<file path="src/rtl/alu_rs_pipe_if.sv">
// rtl/alu_rs_pipe_if.sv - dispatch, CDB snoop and result handshake bundle for alu_rs_pipe
interface alu_rs_pipe_if #(
    parameter int XLEN  = 32,
    parameter int DEPTH = 4,
    parameter int TAG_W = 4
);
    localparam int CW = $clog2(DEPTH + 1);

    logic             disp_valid;
    logic             disp_ready;
    logic [3:0]       disp_op;
    logic [TAG_W-1:0] disp_dest;
    logic [TAG_W-1:0] disp_tag1;
    logic [XLEN-1:0]  disp_data1;
    logic [TAG_W-1:0] disp_tag2;
    logic [XLEN-1:0]  disp_data2;
    logic             cdb_valid;
    logic [TAG_W-1:0] cdb_tag;
    logic [XLEN-1:0]  cdb_data;
    logic             out_valid;
    logic             out_ready;
    logic [TAG_W-1:0] out_tag;
    logic [XLEN-1:0]  out_data;
    logic [CW-1:0]    free_count;

    modport master (
        output disp_valid, disp_op, disp_dest, disp_tag1, disp_data1, disp_tag2, disp_data2,
        output cdb_valid, cdb_tag, cdb_data, out_ready,
        input  disp_ready, out_valid, out_tag, out_data, free_count
    );

    modport slave (
        input  disp_valid, disp_op, disp_dest, disp_tag1, disp_data1, disp_tag2, disp_data2,
        input  cdb_valid, cdb_tag, cdb_data, out_ready,
        output disp_ready, out_valid, out_tag, out_data, free_count
    );
endinterface

</file>
<file path="src/rtl/alu_rs_pipe.sv">
// rtl/alu_rs_pipe.sv - integer ALU reservation station with registered execute and result handshake
module alu_rs_pipe #(
    parameter int XLEN  = 32,
    parameter int DEPTH = 4,
    parameter int TAG_W = 4
) (
    input logic         clk,
    input logic         rst,
    input logic         flush,
    alu_rs_pipe_if.slave bus
);
    localparam int CW  = $clog2(DEPTH + 1);
    localparam int IW  = (DEPTH > 1) ? $clog2(DEPTH) : 1;
    localparam int SHW = $clog2(XLEN);

    logic [DEPTH-1:0] r_valid;
    logic [3:0]       r_op    [DEPTH];
    logic [TAG_W-1:0] r_dest  [DEPTH];
    logic [TAG_W-1:0] r_tag1  [DEPTH];
    logic [XLEN-1:0]  r_data1 [DEPTH];
    logic [TAG_W-1:0] r_tag2  [DEPTH];
    logic [XLEN-1:0]  r_data2 [DEPTH];

    logic             r_out_valid;
    logic [TAG_W-1:0] r_out_tag;
    logic [XLEN-1:0]  r_out_data;

    logic [DEPTH-1:0] w_rdy;
    logic             w_issue_hit;
    logic [IW-1:0]    w_issue_idx;
    logic             w_free_hit;
    logic [IW-1:0]    w_free_idx;
    logic [CW-1:0]    w_free_cnt;
    logic             w_issue;
    logic             w_disp;
    logic             w_snoop;
    logic [XLEN-1:0]  w_alu;

    function automatic logic [XLEN-1:0] alu_eval(input logic [3:0] op,
                                                 input logic [XLEN-1:0] a,
                                                 input logic [XLEN-1:0] b);
        logic [SHW-1:0] sh;
        sh = b[SHW-1:0];
        case (op)
            4'd0:    alu_eval = a + b;
            4'd1:    alu_eval = a - b;
            4'd2:    alu_eval = a << sh;
            4'd3:    alu_eval = {{(XLEN-1){1'b0}}, ($signed(a) < $signed(b))};
            4'd4:    alu_eval = {{(XLEN-1){1'b0}}, (a < b)};
            4'd5:    alu_eval = a ^ b;
            4'd6:    alu_eval = a >> sh;
            4'd7:    alu_eval = $unsigned($signed(a) >>> sh);
            4'd8:    alu_eval = a | b;
            4'd9:    alu_eval = a & b;
            default: alu_eval = '0;
        endcase
    endfunction

    // Readiness uses registered tags only, so a CDB capture becomes issuable one cycle later.
    always_comb begin
        w_issue_hit = 1'b0;
        w_issue_idx = '0;
        w_free_hit  = 1'b0;
        w_free_idx  = '0;
        w_free_cnt  = '0;
        for (int i = DEPTH - 1; i >= 0; i--) begin
            w_rdy[i] = r_valid[i] && (r_tag1[i] == '0) && (r_tag2[i] == '0);
            if (w_rdy[i]) begin
                w_issue_hit = 1'b1;
                w_issue_idx = IW'(i);
            end
            if (!r_valid[i]) begin
                w_free_hit = 1'b1;
                w_free_idx = IW'(i);
            end
            w_free_cnt = w_free_cnt + CW'(~r_valid[i]);
        end
    end

    assign w_issue = w_issue_hit && (!r_out_valid || bus.out_ready);
    assign w_disp  = bus.disp_valid && w_free_hit;
    assign w_snoop = bus.cdb_valid && (bus.cdb_tag != '0);
    assign w_alu   = alu_eval(r_op[w_issue_idx], r_data1[w_issue_idx], r_data2[w_issue_idx]);

    assign bus.disp_ready = w_free_hit;
    assign bus.free_count = w_free_cnt;
    assign bus.out_valid  = r_out_valid;
    assign bus.out_tag    = r_out_tag;
    assign bus.out_data   = r_out_data;

    always_ff @(posedge clk) begin
        if (!rst || flush) begin
            r_valid     <= '0;
            r_out_valid <= 1'b0;
            r_out_tag   <= '0;
            r_out_data  <= '0;
        end else begin
            for (int i = 0; i < DEPTH; i++) begin
                if (r_valid[i] && w_snoop) begin
                    if (r_tag1[i] == bus.cdb_tag) begin
                        r_tag1[i]  <= '0;
                        r_data1[i] <= bus.cdb_data;
                    end
                    if (r_tag2[i] == bus.cdb_tag) begin
                        r_tag2[i]  <= '0;
                        r_data2[i] <= bus.cdb_data;
                    end
                end
            end

            // Dispatch only targets a currently invalid entry, so it never collides with issue or snoop.
            if (w_disp) begin
                r_valid[w_free_idx] <= 1'b1;
                r_op[w_free_idx]    <= bus.disp_op;
                r_dest[w_free_idx]  <= bus.disp_dest;
                if (w_snoop && (bus.disp_tag1 == bus.cdb_tag)) begin
                    r_tag1[w_free_idx]  <= '0;
                    r_data1[w_free_idx] <= bus.cdb_data;
                end else begin
                    r_tag1[w_free_idx]  <= bus.disp_tag1;
                    r_data1[w_free_idx] <= bus.disp_data1;
                end
                if (w_snoop && (bus.disp_tag2 == bus.cdb_tag)) begin
                    r_tag2[w_free_idx]  <= '0;
                    r_data2[w_free_idx] <= bus.cdb_data;
                end else begin
                    r_tag2[w_free_idx]  <= bus.disp_tag2;
                    r_data2[w_free_idx] <= bus.disp_data2;
                end
            end

            if (w_issue) begin
                r_valid[w_issue_idx] <= 1'b0;
                r_out_valid          <= 1'b1;
                r_out_tag            <= r_dest[w_issue_idx];
                r_out_data           <= w_alu;
            end else if (bus.out_ready) begin
                r_out_valid <= 1'b0;
            end
        end
    end
endmodule
</file>
<file path="src/flat_wrapper.sv">
// flat-port wrapper written by rule: the top's interface ports become plain ports
module alu_rs_pipe_flat 
#(
    parameter int XLEN  = 32,
    parameter int DEPTH = 4,
    parameter int TAG_W = 4
)
  (clk, rst, flush, bus_disp_valid, bus_disp_op, bus_disp_dest, bus_disp_tag1, bus_disp_data1, bus_disp_tag2, bus_disp_data2, bus_cdb_valid, bus_cdb_tag, bus_cdb_data, bus_out_ready, bus_disp_ready, bus_out_valid, bus_out_tag, bus_out_data, bus_free_count);
  alu_rs_pipe_if #(.XLEN(XLEN), .DEPTH(DEPTH), .TAG_W(TAG_W)) bus_i ();
  input logic clk;
  input logic rst;
  input logic flush;
  input wire logic [$bits(bus_i.disp_valid)-1:0] bus_disp_valid;
  input wire logic [$bits(bus_i.disp_op)-1:0] bus_disp_op;
  input wire logic [$bits(bus_i.disp_dest)-1:0] bus_disp_dest;
  input wire logic [$bits(bus_i.disp_tag1)-1:0] bus_disp_tag1;
  input wire logic [$bits(bus_i.disp_data1)-1:0] bus_disp_data1;
  input wire logic [$bits(bus_i.disp_tag2)-1:0] bus_disp_tag2;
  input wire logic [$bits(bus_i.disp_data2)-1:0] bus_disp_data2;
  input wire logic [$bits(bus_i.cdb_valid)-1:0] bus_cdb_valid;
  input wire logic [$bits(bus_i.cdb_tag)-1:0] bus_cdb_tag;
  input wire logic [$bits(bus_i.cdb_data)-1:0] bus_cdb_data;
  input wire logic [$bits(bus_i.out_ready)-1:0] bus_out_ready;
  output wire logic [$bits(bus_i.disp_ready)-1:0] bus_disp_ready;
  output wire logic [$bits(bus_i.out_valid)-1:0] bus_out_valid;
  output wire logic [$bits(bus_i.out_tag)-1:0] bus_out_tag;
  output wire logic [$bits(bus_i.out_data)-1:0] bus_out_data;
  output wire logic [$bits(bus_i.free_count)-1:0] bus_free_count;
  assign bus_i.disp_valid = bus_disp_valid;
  assign bus_i.disp_op = bus_disp_op;
  assign bus_i.disp_dest = bus_disp_dest;
  assign bus_i.disp_tag1 = bus_disp_tag1;
  assign bus_i.disp_data1 = bus_disp_data1;
  assign bus_i.disp_tag2 = bus_disp_tag2;
  assign bus_i.disp_data2 = bus_disp_data2;
  assign bus_i.cdb_valid = bus_cdb_valid;
  assign bus_i.cdb_tag = bus_cdb_tag;
  assign bus_i.cdb_data = bus_cdb_data;
  assign bus_i.out_ready = bus_out_ready;
  assign bus_disp_ready = bus_i.disp_ready;
  assign bus_out_valid = bus_i.out_valid;
  assign bus_out_tag = bus_i.out_tag;
  assign bus_out_data = bus_i.out_data;
  assign bus_free_count = bus_i.free_count;
  alu_rs_pipe #(.XLEN(XLEN), .DEPTH(DEPTH), .TAG_W(TAG_W)) u_core (.clk(clk), .rst(rst), .flush(flush), .bus(bus_i));
endmodule
</file>
<file path="config.mk">
export PLATFORM = sky130hd
export DESIGN_NAME = alu_rs_pipe_flat
export DESIGN_NICKNAME = d
export VERILOG_FILES = /design/src/rtl/alu_rs_pipe_if.sv /design/src/rtl/alu_rs_pipe.sv /design/src/flat_wrapper.sv
export SDC_FILE = /design/constraint.sdc
export NUM_CORES = 1
export LEC_CHECK = 0
export CAP_MARGIN = 20
export CORE_UTILIZATION = 50
export CTS_CLUSTER_SIZE = 30
export DETAILED_ROUTE_END_ITERATION = 6
export GPL_ROUTABILITY_DRIVEN = 1
export HOLD_SLACK_MARGIN = 0.1
export PLACE_DENSITY = 0.69
export SETUP_SLACK_MARGIN = 0.5
export SLEW_MARGIN = 20
export SYNTH_ARGS = -nofsm -noshare
export SYNTH_HDL_FRONTEND = slang
export SYNTH_SLANG_ARGS = --single-unit
</file>
<file path="constraint.sdc">
create_clock -name clk -period 6.02 [get_ports clk]
set_input_delay 1.204 -clock clk [delete_from_list [all_inputs] [get_ports clk]]
set_output_delay 1.204 -clock clk [all_outputs]
set_load 0.01 [all_outputs]
</file>
### Yosys cells after proc, flatten, opt, wreduce, memory -nomap -nowiden

Memories as Yosys holds them, arrays and structs flattened. A register that Yosys moved wholly into a read port is not among the register bits.
Index checks and enable logic that the tools add are counted.

* flip-flop bits (word level): 37
* bits in writable memories: 320
* input port bits: 122
* output and inout bits: 41
* word-level logic and storage cells: 171
* memories kept: 6

Memory list
* u_core.r_data1: depth 4, width 32, rd ports 1, clocked after memory_dff 0, wr ports 5, RTL line alu_rs_pipe.sv:20 `logic [XLEN-1:0] r_data1 [DEPTH];`
* u_core.r_data2: depth 4, width 32, rd ports 1, clocked after memory_dff 0, wr ports 5, RTL line alu_rs_pipe.sv:22 `logic [XLEN-1:0] r_data2 [DEPTH];`
* u_core.r_dest: depth 4, width 4, rd ports 1, clocked after memory_dff 1, wr ports 1, RTL line alu_rs_pipe.sv:18 `logic [TAG_W-1:0] r_dest [DEPTH];`
* u_core.r_op: depth 4, width 4, rd ports 1, clocked after memory_dff 0, wr ports 1, RTL line alu_rs_pipe.sv:17 `logic [3:0] r_op [DEPTH];`
* u_core.r_tag1: depth 4, width 4, rd ports 4, clocked after memory_dff 0, wr ports 5, RTL line alu_rs_pipe.sv:19 `logic [TAG_W-1:0] r_tag1 [DEPTH];`
* u_core.r_tag2: depth 4, width 4, rd ports 4, clocked after memory_dff 0, wr ports 5, RTL line alu_rs_pipe.sv:21 `logic [TAG_W-1:0] r_tag2 [DEPTH];`

* add/subtract/negate cells: 5
* $lt $le $gt $ge: 6
* equality and inequality tests: 19
* shifts and indexed selects: 3
* multiplexer cells: 81
* bitwise logic cells: 14
* reduce and logical (&&, ||, !) cells: 34

Operators with widths (count)
* $pmux 32 s10: 1
* $lt 32x32->1: 2
* $mux 32: 2
* $mux 1: 63
* $eq 4x4->1: 10
* $logic_not 4->1: 9
* $add 32x32->32: 1
* $and 32x32->32: 1
* $or 32x32->32: 1
* $shl 32x5->32: 1
* $shr 32x5->32: 1
* $sshr 32x5->32: 1
* $sub 32x32->32: 1
* $xor 32x32->32: 1
* $mux 4: 5
* $logic_and 1x1->1: 19
* $eq 4x3->1 const B: 4
* $mux 2: 8
* $not 1->3: 4
* $add 3x3->3: 3
* $eq 4x2->1 const B: 2
* $eq 4x4->1 const B: 2
* $lt 2x3->1 const B: 2
* $and 4x4->4: 1
* other kinds (10): 17

### Logic depth before layout (Yosys ltp)

Gate-level depths: netlist of the first run.

* word-level depth: 14
* gate-level depth with buffers: 24
* mapped depth without buffers: 19

### Worst setup path after synthesis of the first run

No wires, ideal clock.

* path kind: input -> register
* from: input bus_cdb_tag[2]
* to: memory u_core.r_data1[2][0], enable pin
* setup time: 479 ps
* arrival time: 4679 ps
* required time: 5541 ps
* path slack: 862 ps
* stages on the path: 5
* buffers on the path: 1
* cells stage by stage: buf_1 -> o41a_1 -> and2_1 -> nand2_1 -> o21ai_0

RTL lines
* start, declared: RTL line flat_wrapper.sv:21 `input wire logic [$bits(bus_i.cdb_tag)-1:0] bus_cdb_tag;`
* end, declared: RTL line alu_rs_pipe.sv:20

==> results.md, run 1 <==
* FF-to-FF Start: u_core.r_tag2[0][1]
* Critical path class: reg2reg
* Outcome: finished with violations
* Drt wl/cell at 31.17 µm
* Type of the worst min-delay path: reg2reg
* F_max at roughly 190 MHz
* #FFs+latches synth at 361
* Clock latency at the later pin of the worst-skew pair at 0.61 ns
* Final instance area at roughly 0.030 mm²
* Mapped Cells at 2,599
* Via count at 24,050
* Post-synth ARST share at 0
* # hold bufs at CTS at 0
* Mapped cell area at 0.02585 mm²
* Sequential power share at 0.464
* CTS max path bufs at 3
* CTS Root Cell: clkbuf_16
* P&R area growth vs syn at 17.33%
* Die ar. at 0.05261 mm²
* Final WL at 108,600 µm
* Tmin final at 5.301 ns
* CTS tree: yes
* Switch Pwr at roughly 1.6 mW
* CP Buf/Inv Count at 2
* Tot GR Track Use at 0.4033
* Antenna violations before repair at 3
* Pre-CTS setup slack at 0.2519 ns
* Worst path arrival time at 5.77 ns
* GR Overflow Total at 0
* Layout Nets at around 3,000
* Gpl congestion at 1.119
* Final hold violation count at 0
* Die Ht at 229.4 µm
* Final setup fails at 0
* Number of flops mapped to enable cells by yosys at 320
* DR iter-0 viols at 3,375
* Post-route setup slack at 0.7190 ns
* Ports at 163
* Worst Path Required at 6.49 ns
* Slowest library cell on the worst path: nor4_2
* Delay-heaviest family, CP: simple AND/OR/NAND/NOR gates
* Worst Max-Slew Pin Slew at 1.137 ns
* Maximum vdd drop at 0.0002174 V
* Commonest non-fill, non-tap cell in the layout: edfxtp_1
* Leading cell types in the layout, fill and taps excluded: 320 x edfxtp_1, 276 x nor2_1, 260 x mux2_2, 181 x a21oi_1, 162 x clkdlybuf4s50_1
* CTS Buf Count at 40
* Internal Power at 4.339 mW
* Synthesis warning total at 0
* Post-synthesis net count at 2,825
* Final core utilization at 0.5996
* RSZ-0062 raised after global routing: true
* Crit. End Element: register
* Clock share of power at 0.404
* DP Area at 0.02889 mm²
* Global-route wire length before repair at 157,000 µm
* Post-synth top flop: edfxtp_1
* Drt pass-1 iters at 7
* Worst Skew at ~0.026 ns
* Final worst path period share at 0.8806
* Failing checks: design-rule violations
* Vias per cell at 6.905
* Worst-path maximum fanout at 13
* Layout cells sized above 1 at 0.1972
* Net Sw Frac at 0.2693
* Initial Util at 0.5110
* Logic pwr share at 0.132
* Placeable Area at 0.05058 mm²
* Placed Cells at 3,406
* DRC viols at 1
* Pwr dens at 195.8 mW/mm²
* Hold Startpoint: u_core.bus.out_data[20]
* Leakage at 10.99 nW
* Max-cap violations at 0
* Reg clk slew, reported paths at around 0.080 ns
* Worst setup path startpoint: u_core.r_tag2[0][1]
* Slew HR at 0.2404
* Largest net degree at the start of global routing at 56
* Clk sinks at 361
* Vias in the first global route at 22,750
* Finished Layout Cells at 3,483
* DIE WIDTH at around 230 µm
* # rows at just over 80
* Synth cell types at 91
* CP Launch Type: register
* Sequential area share after synthesis at 0.4035
* Detail Placement HPWL at just under 80,000 µm
* CP Cell Sequence: nor4_2 > and4b_2 > nor2_1 > nand2_2 > buf_4 > o22ai_1 > nor3_1 > buf_4 > ha_1 > nand2_1 > nor4_1 > a311oi_1 > nand3_1 > a31oi_1 > nor2b_1 > a41oi_1 > o22ai_1 > o21ai_0 > a211oi_1
* Final Max Slew Viols at 0
* Routed Antenna Nets at 0
* Setup_tns at 0 ns
* Syn avg cell area at just under 10 µm²
* Htree depth at 2
* PortBufs at about 160
* Critical path's largest stage delay at approximately 0.43 ns
## per-stage QoR
stage          hold slack [ns]  power [mW]
2_1_floorplan           0.4971       3.213
3_3_place_gp            0.5000       3.544
3_5_place_dp            0.4977       3.553
4_1_cts                 0.5082       5.912
5_1_grt                 0.5149       6.065
6_report                0.5071       5.938
## final cells by class
type,instances,area [µm²]
Inverter,113,424.2
Timing Repair Buffer,320,2848
Fill cell,4217,20250
Tap cell,672,840.8
Sequential cell,361,10430
Clock buffer,46,1023
Clock inverter,24,221.5
Antenna cell,2,5.005
Multi-Input combinational cell,1945,14540
## flip-flops by register name, summed over array words and instances (netlist names), 4 cells and up
| register | cells |
|---|---|
| u_core.r_data2 | 128 |
| u_core.r_tag2 | 16 |
| u_core.r_dest | 16 |
| u_core.r_op | 16 |
| u_core.r_valid | 4 |
| u_core.r_data1 | 128 |
| u_core.bus.out_data | 32 |
| u_core.r_tag1 | 16 |
| u_core.bus.out_tag | 4 |
## kinds of logic after synthesis
logic type,Yosys count,synth area share
flops,361,0.4035
simple gates,700,0.1292
xor+xnor,53,0.01796
mux,399,0.1684
compound gates,689,0.1825
buf+inv,293,0.04725
fa+ha+maj,104,0.05122
## final timing paths
check	depth (start not counted)	endpoint	slack (ns)
hold reg to reg	2	u_core.bus.out_data[20]	0.51
setup reg to reg	19	u_core.bus.out_data[24]	0.72
hold / removal	2	u_core.bus.out_data[20]	0.51
setup / recovery	19	u_core.bus.out_data[24]	0.72
## per-layer routing
| layer | track usage | wire length (µm) |
|---|---|---|
| met5 | 0 | 13 |
| met1 | 0.5446 | 43020 |
| met3 | 0.07943 | 11450 |
| met2 | 0.6063 | 47190 |
| met4 | 0.2240 | 6887 |
## Yosys cell counts (26+ instances only)
cell type | n | area (µm²)
nand4b_1 | 38 | 332.8
o2bb2ai_1 | 32 | 280.3
clkbuf_1 | 93 | 349.1
edfxtp_1 | 320 | 9609
a211oi_1 | 43 | 322.8
inv_1 | 109 | 409.1
buf_2 | 55 | 275.3
nor4_1 | 26 | 162.7
o21ai_0 | 110 | 550.5
ha_1 | 101 | 1264
nand3_1 | 39 | 195.2
nor2_1 | 277 | 1040
nand2_1 | 153 | 574.3
dfxtp_1 | 41 | 820.8
nor3_1 | 75 | 375.4
a21oi_1 | 184 | 920.9
o311ai_0 | 32 | 280.3
o22ai_1 | 41 | 256.5
mux2i_1 | 135 | 1351
mux2_2 | 260 | 2928
xnor2_1 | 34 | 297.8
## power groups by stage
stage               registers [mW]  clock network, mW  logic, mW
floorplan                     2.80                  0      0.408
global placement              2.81                  0      0.738
detailed placement            2.81                  0      0.746
CTS                           2.75               2.41      0.753
global route                  2.75               2.49      0.820
finish                        2.75               2.40      0.786
## what timing repair did
| item | in CTS | in global routing |
|---|---|---|
| gates resized for setup | 4 | 27 |
| pin swaps | 1 | 2 |
| setup endpoints to repair | 9 | 21 |
| setup buffers | 2 | 3 |
## tightest hold or removal path, stage by stage (launching register included)
cell and delay [ns]:
dfxtp_1 0.31, nand2_1 0.07, a221oi_1 0.07
(Power assumes the default switching activity.)
==> run 2, diff against run 1 <==
- PLACE_DENSITY: 0.69 -> not set
- PLACE_DENSITY_LB_ADDON: not set -> 0.05
==> results.md, run 2 (synthesized netlist as in run 1, its figures left out) <==
* Outcome: completed
* Ports at 163 (unchanged)
* FF-to-FF Start: u_core.r_tag2[2][2]
* Htree depth at 2 (unchanged)
* Setup_tns at 0 ns (unchanged)
* Drt wl/cell at 31.95 µm (+2.5%)
* Cell depth of the worst flop-to-flop path at 16 (-3)
* Slew HR at 0.2739 (+0.03350)
* # rows at 82 (unchanged)
* Delay-heaviest family, CP: compound AO/OA/AOI/OAI gates
* Tot GR Track Use at 0.4130 (+0.009671)
* Leakage at 10.99 nW (about the same)
* Routed Antenna Nets at 0 (unchanged)
* Vias in the first global route at 22,990 (+1.1%)
* Largest net degree at the start of global routing at 66 (+18%)
* Slowest library cell on the worst path: a221oi_1
* Final setup fails at 0 (unchanged)
* Hold Path Cell Cnt at 2 (unchanged)
* Final worst path period share at 0.9038 (+0.02326)
* Pwr dens at 200.9 mW/mm² (+2.6%)
* PortBufs at 162 (unchanged)
* Critical path class: reg2reg
* GR Overflow Total at 0 (unchanged)
* CTS max path bufs at 3 (unchanged)
* Tmin final at 5.441 ns (+0.1400 ns)
* Leading cell types in the layout, fill and taps excluded: 320 x edfxtp_1, 275 x nor2_1, 260 x mux2_2, 180 x a21oi_1, 162 x clkdlybuf4s50_1
* Stages on worst setup path at 16 (-3)
* Clk sinks at 361 (unchanged)
* DP Area at 0.02878 mm² (-0.38%)
* Worst path arrival time at 5.92 ns (+0.15 ns)
* CP Buf/Inv Count at 5 (+3)
* Worst reg2reg path endpoint: u_core.bus.out_data[29]
* Net Sw Frac at 0.2615 (-0.007790)
* DR iter-0 viols at 3,616 (+7.1%)
* Clock share of power at 0.419 (+0.015)
* Gpl congestion at 1.044 (-6.7%)
* Placed Cells at 3,393 (-0.38%)
* Final hold violation count at 0 (unchanged)
* Die Ht at 229.4 µm (unchanged)
* DIE WIDTH at 229.4 µm (unchanged)
* Initial Util at 0.5110 (unchanged)
* Via count at 24,220 (+0.70%)
* Crit. End Element: register
* Antenna violations before repair at 1 (-2)
* Max-cap violations at 0 (unchanged)
* Clock latency at the later pin of the worst-skew pair at 0.59 ns (-0.02 ns)
* Worst-path maximum fanout at 39 (+26)
* Placeable Area at 0.05058 mm² (unchanged)
* Die ar. at 0.05261 mm² (unchanged)
* CP Launch Type: register
* Switch Pwr at 1.595 mW (-0.23%)
* Logic pwr share at 0.130 (-0.002)
* Sequential power share at 0.451 (-0.013)
* Layout cells sized above 1 at 0.1978 (+0.0005593)
* Finished Layout Cells at 3,468 (-0.43%)
* Final instance area at 0.03037 mm² (+0.15%)
* DRC viols at 0 (-1)
* RSZ-0062 raised after global routing: true
* Reg2Reg Setup Slack at 0.58 ns (-0.14 ns)
* Critical path's largest stage delay at 0.60 ns (+0.17 ns)
* Vias per cell at 6.983 (+1.1%)
* Hold Startpoint: u_core.bus.out_data[20]
* Internal Power at 4.506 mW (+3.8%)
* Worst Skew at 0.03133 ns (+0.004881 ns)
* Hold EP: u_core.bus.out_data[20]
* Type of the worst min-delay path: reg2reg
* Diodes inserted at 0 (-2)
* Layout Nets at 2,991 (-0.53%)
* Worst Max-Slew Pin Slew at 1.081 ns (-0.05603 ns)
* Most frequent cell on the critical path: buf_4
* CTS tree: yes
* CP Cell Sequence: nor4_4 > buf_6 > nand3_2 > a31oi_4 > buf_4 > a2bb2oi_4 > buf_4 > inv_2 > buf_4 > mux2i_1 > mux2i_1 > o21ai_1 > mux2_2 > a221oi_1 > nor2b_1 > o31a_1
* Final Max Slew Viols at 0 (unchanged)
* Worst Path Required at 6.50 ns (about the same)
* Drt pass-1 iters at 6 (-1)
* Detail Placement HPWL at 82,240 µm (+3.6%)
* P&R area growth vs syn at 17.51%
* CTS Buf Count at 40 (unchanged)
* F_max at 183.8 MHz (-2.6%)
* Reg clk slew, reported paths at 0.06 ns (-0.02 ns)
* Final WL at 110,800 µm (+2.1%)
* CTS Root Cell: clkbuf_16
* Commonest non-fill, non-tap cell in the layout: edfxtp_1
* Maximum vdd drop at 0.0002341 V (+7.7%)
* # hold bufs at CTS at 0 (unchanged)
* Filler cell count at 4,194 (-0.55%)
* Global-route wire length before repair at 159,400 µm (+1.5%)
-- run 2: changes by cell type in the layout (fill, tap and decap cells not counted), sizes merged --
cell,change
clkinvlp,-2
inv,+3
buf,-16
diode,-2
clkbuf,-2
bufinv,+4
-- run 2: metal layers --
layer / GRT usage / vias up / routed length [µm]
li1: - / 10250 / -
met1: 0.5520 / 11800 / 42430
met2: 0.6481 / 1843 / 49890
met3: 0.06549 / 329 / 11790
met4: 0.2110 / 0 / 6694
met5: 0 / - / 0
-- run 2: area by class of cell --
class / count / area, µm² / share of cell area
flip-flops and latches: 361 / 10430 / 0.3434
clock inverters: 29 / 322.8 / 0.01063
well taps: 672 / 840.8 / 0.02768
repair buffers: 304 / 2735 / 0.09005
multi-input cells: 1945 / 14600 / 0.4808
inverters: 113 / 424.2 / 0.01396
clock buffers: 44 / 1016 / 0.03345
-- run 2: stage by stage --
| step | hold slack (ns) | util | setup slack [ns] | total power [mW] |
|---|---|---|---|---|
| floorplan | 0.4971 | - | 0.8616 | 3.213 |
| global placement | 0.4978 | 0.5691 | -0.01897 | 3.550 |
| detailed placement | 0.4970 | 0.5691 | -0.01684 | 3.559 |
| CTS | 0.5054 | 0.5962 | 0.5066 | 6.072 |
| global route | 0.5391 | 0.6005 | 0.4770 | 6.218 |
| finish | 0.5057 | 0.6005 | 0.5790 | 6.101 |
-- run 2: what timing repair did --
item / CTS / global route
endpoints found under the hold margin: 0 / 0
setup endpoints to repair: 8 / 20
resized for setup: 6 / 42
pin swaps: 1 / 5
setup buffers: 1 / 0
-- run 2: worst max path at each step --
stage                        start                 endpoint
2_1_floorplan       bus_cdb_tag[2]     u_core.r_data1[2][0]
4_1_cts        u_core.r_tag1[3][2]  u_core.bus.out_data[21]
3_5_place_dp   u_core.r_tag1[3][3]  u_core.bus.out_data[31]
6_report       u_core.r_tag2[2][2]  u_core.bus.out_data[29]
3_3_place_gp   u_core.r_tag1[3][3]  u_core.bus.out_data[31]
5_1_grt        u_core.r_tag2[2][2]  u_core.bus.out_data[21]
-- run 2: tightest hold or removal path: cells and delay by family, from the launching register on --
family / cells / cell delay (ns)
DFF: 1 / 0.32
and+or+nand+nor: 1 / 0.07
AOI/OAI and AO/OA: 1 / 0.07
-- run 2: power groups by stage --
stage | Combinational [mW] | Sequential, mW | Clock [mW]
final | 0.793 | 2.75 | 2.55
after global routing | 0.825 | 2.75 | 2.64
after CTS | 0.758 | 2.75 | 2.56
after detailed placement | 0.752 | 2.81 | 0
after global placement | 0.744 | 2.81 | 0
after floorplan | 0.408 | 2.80 | 0
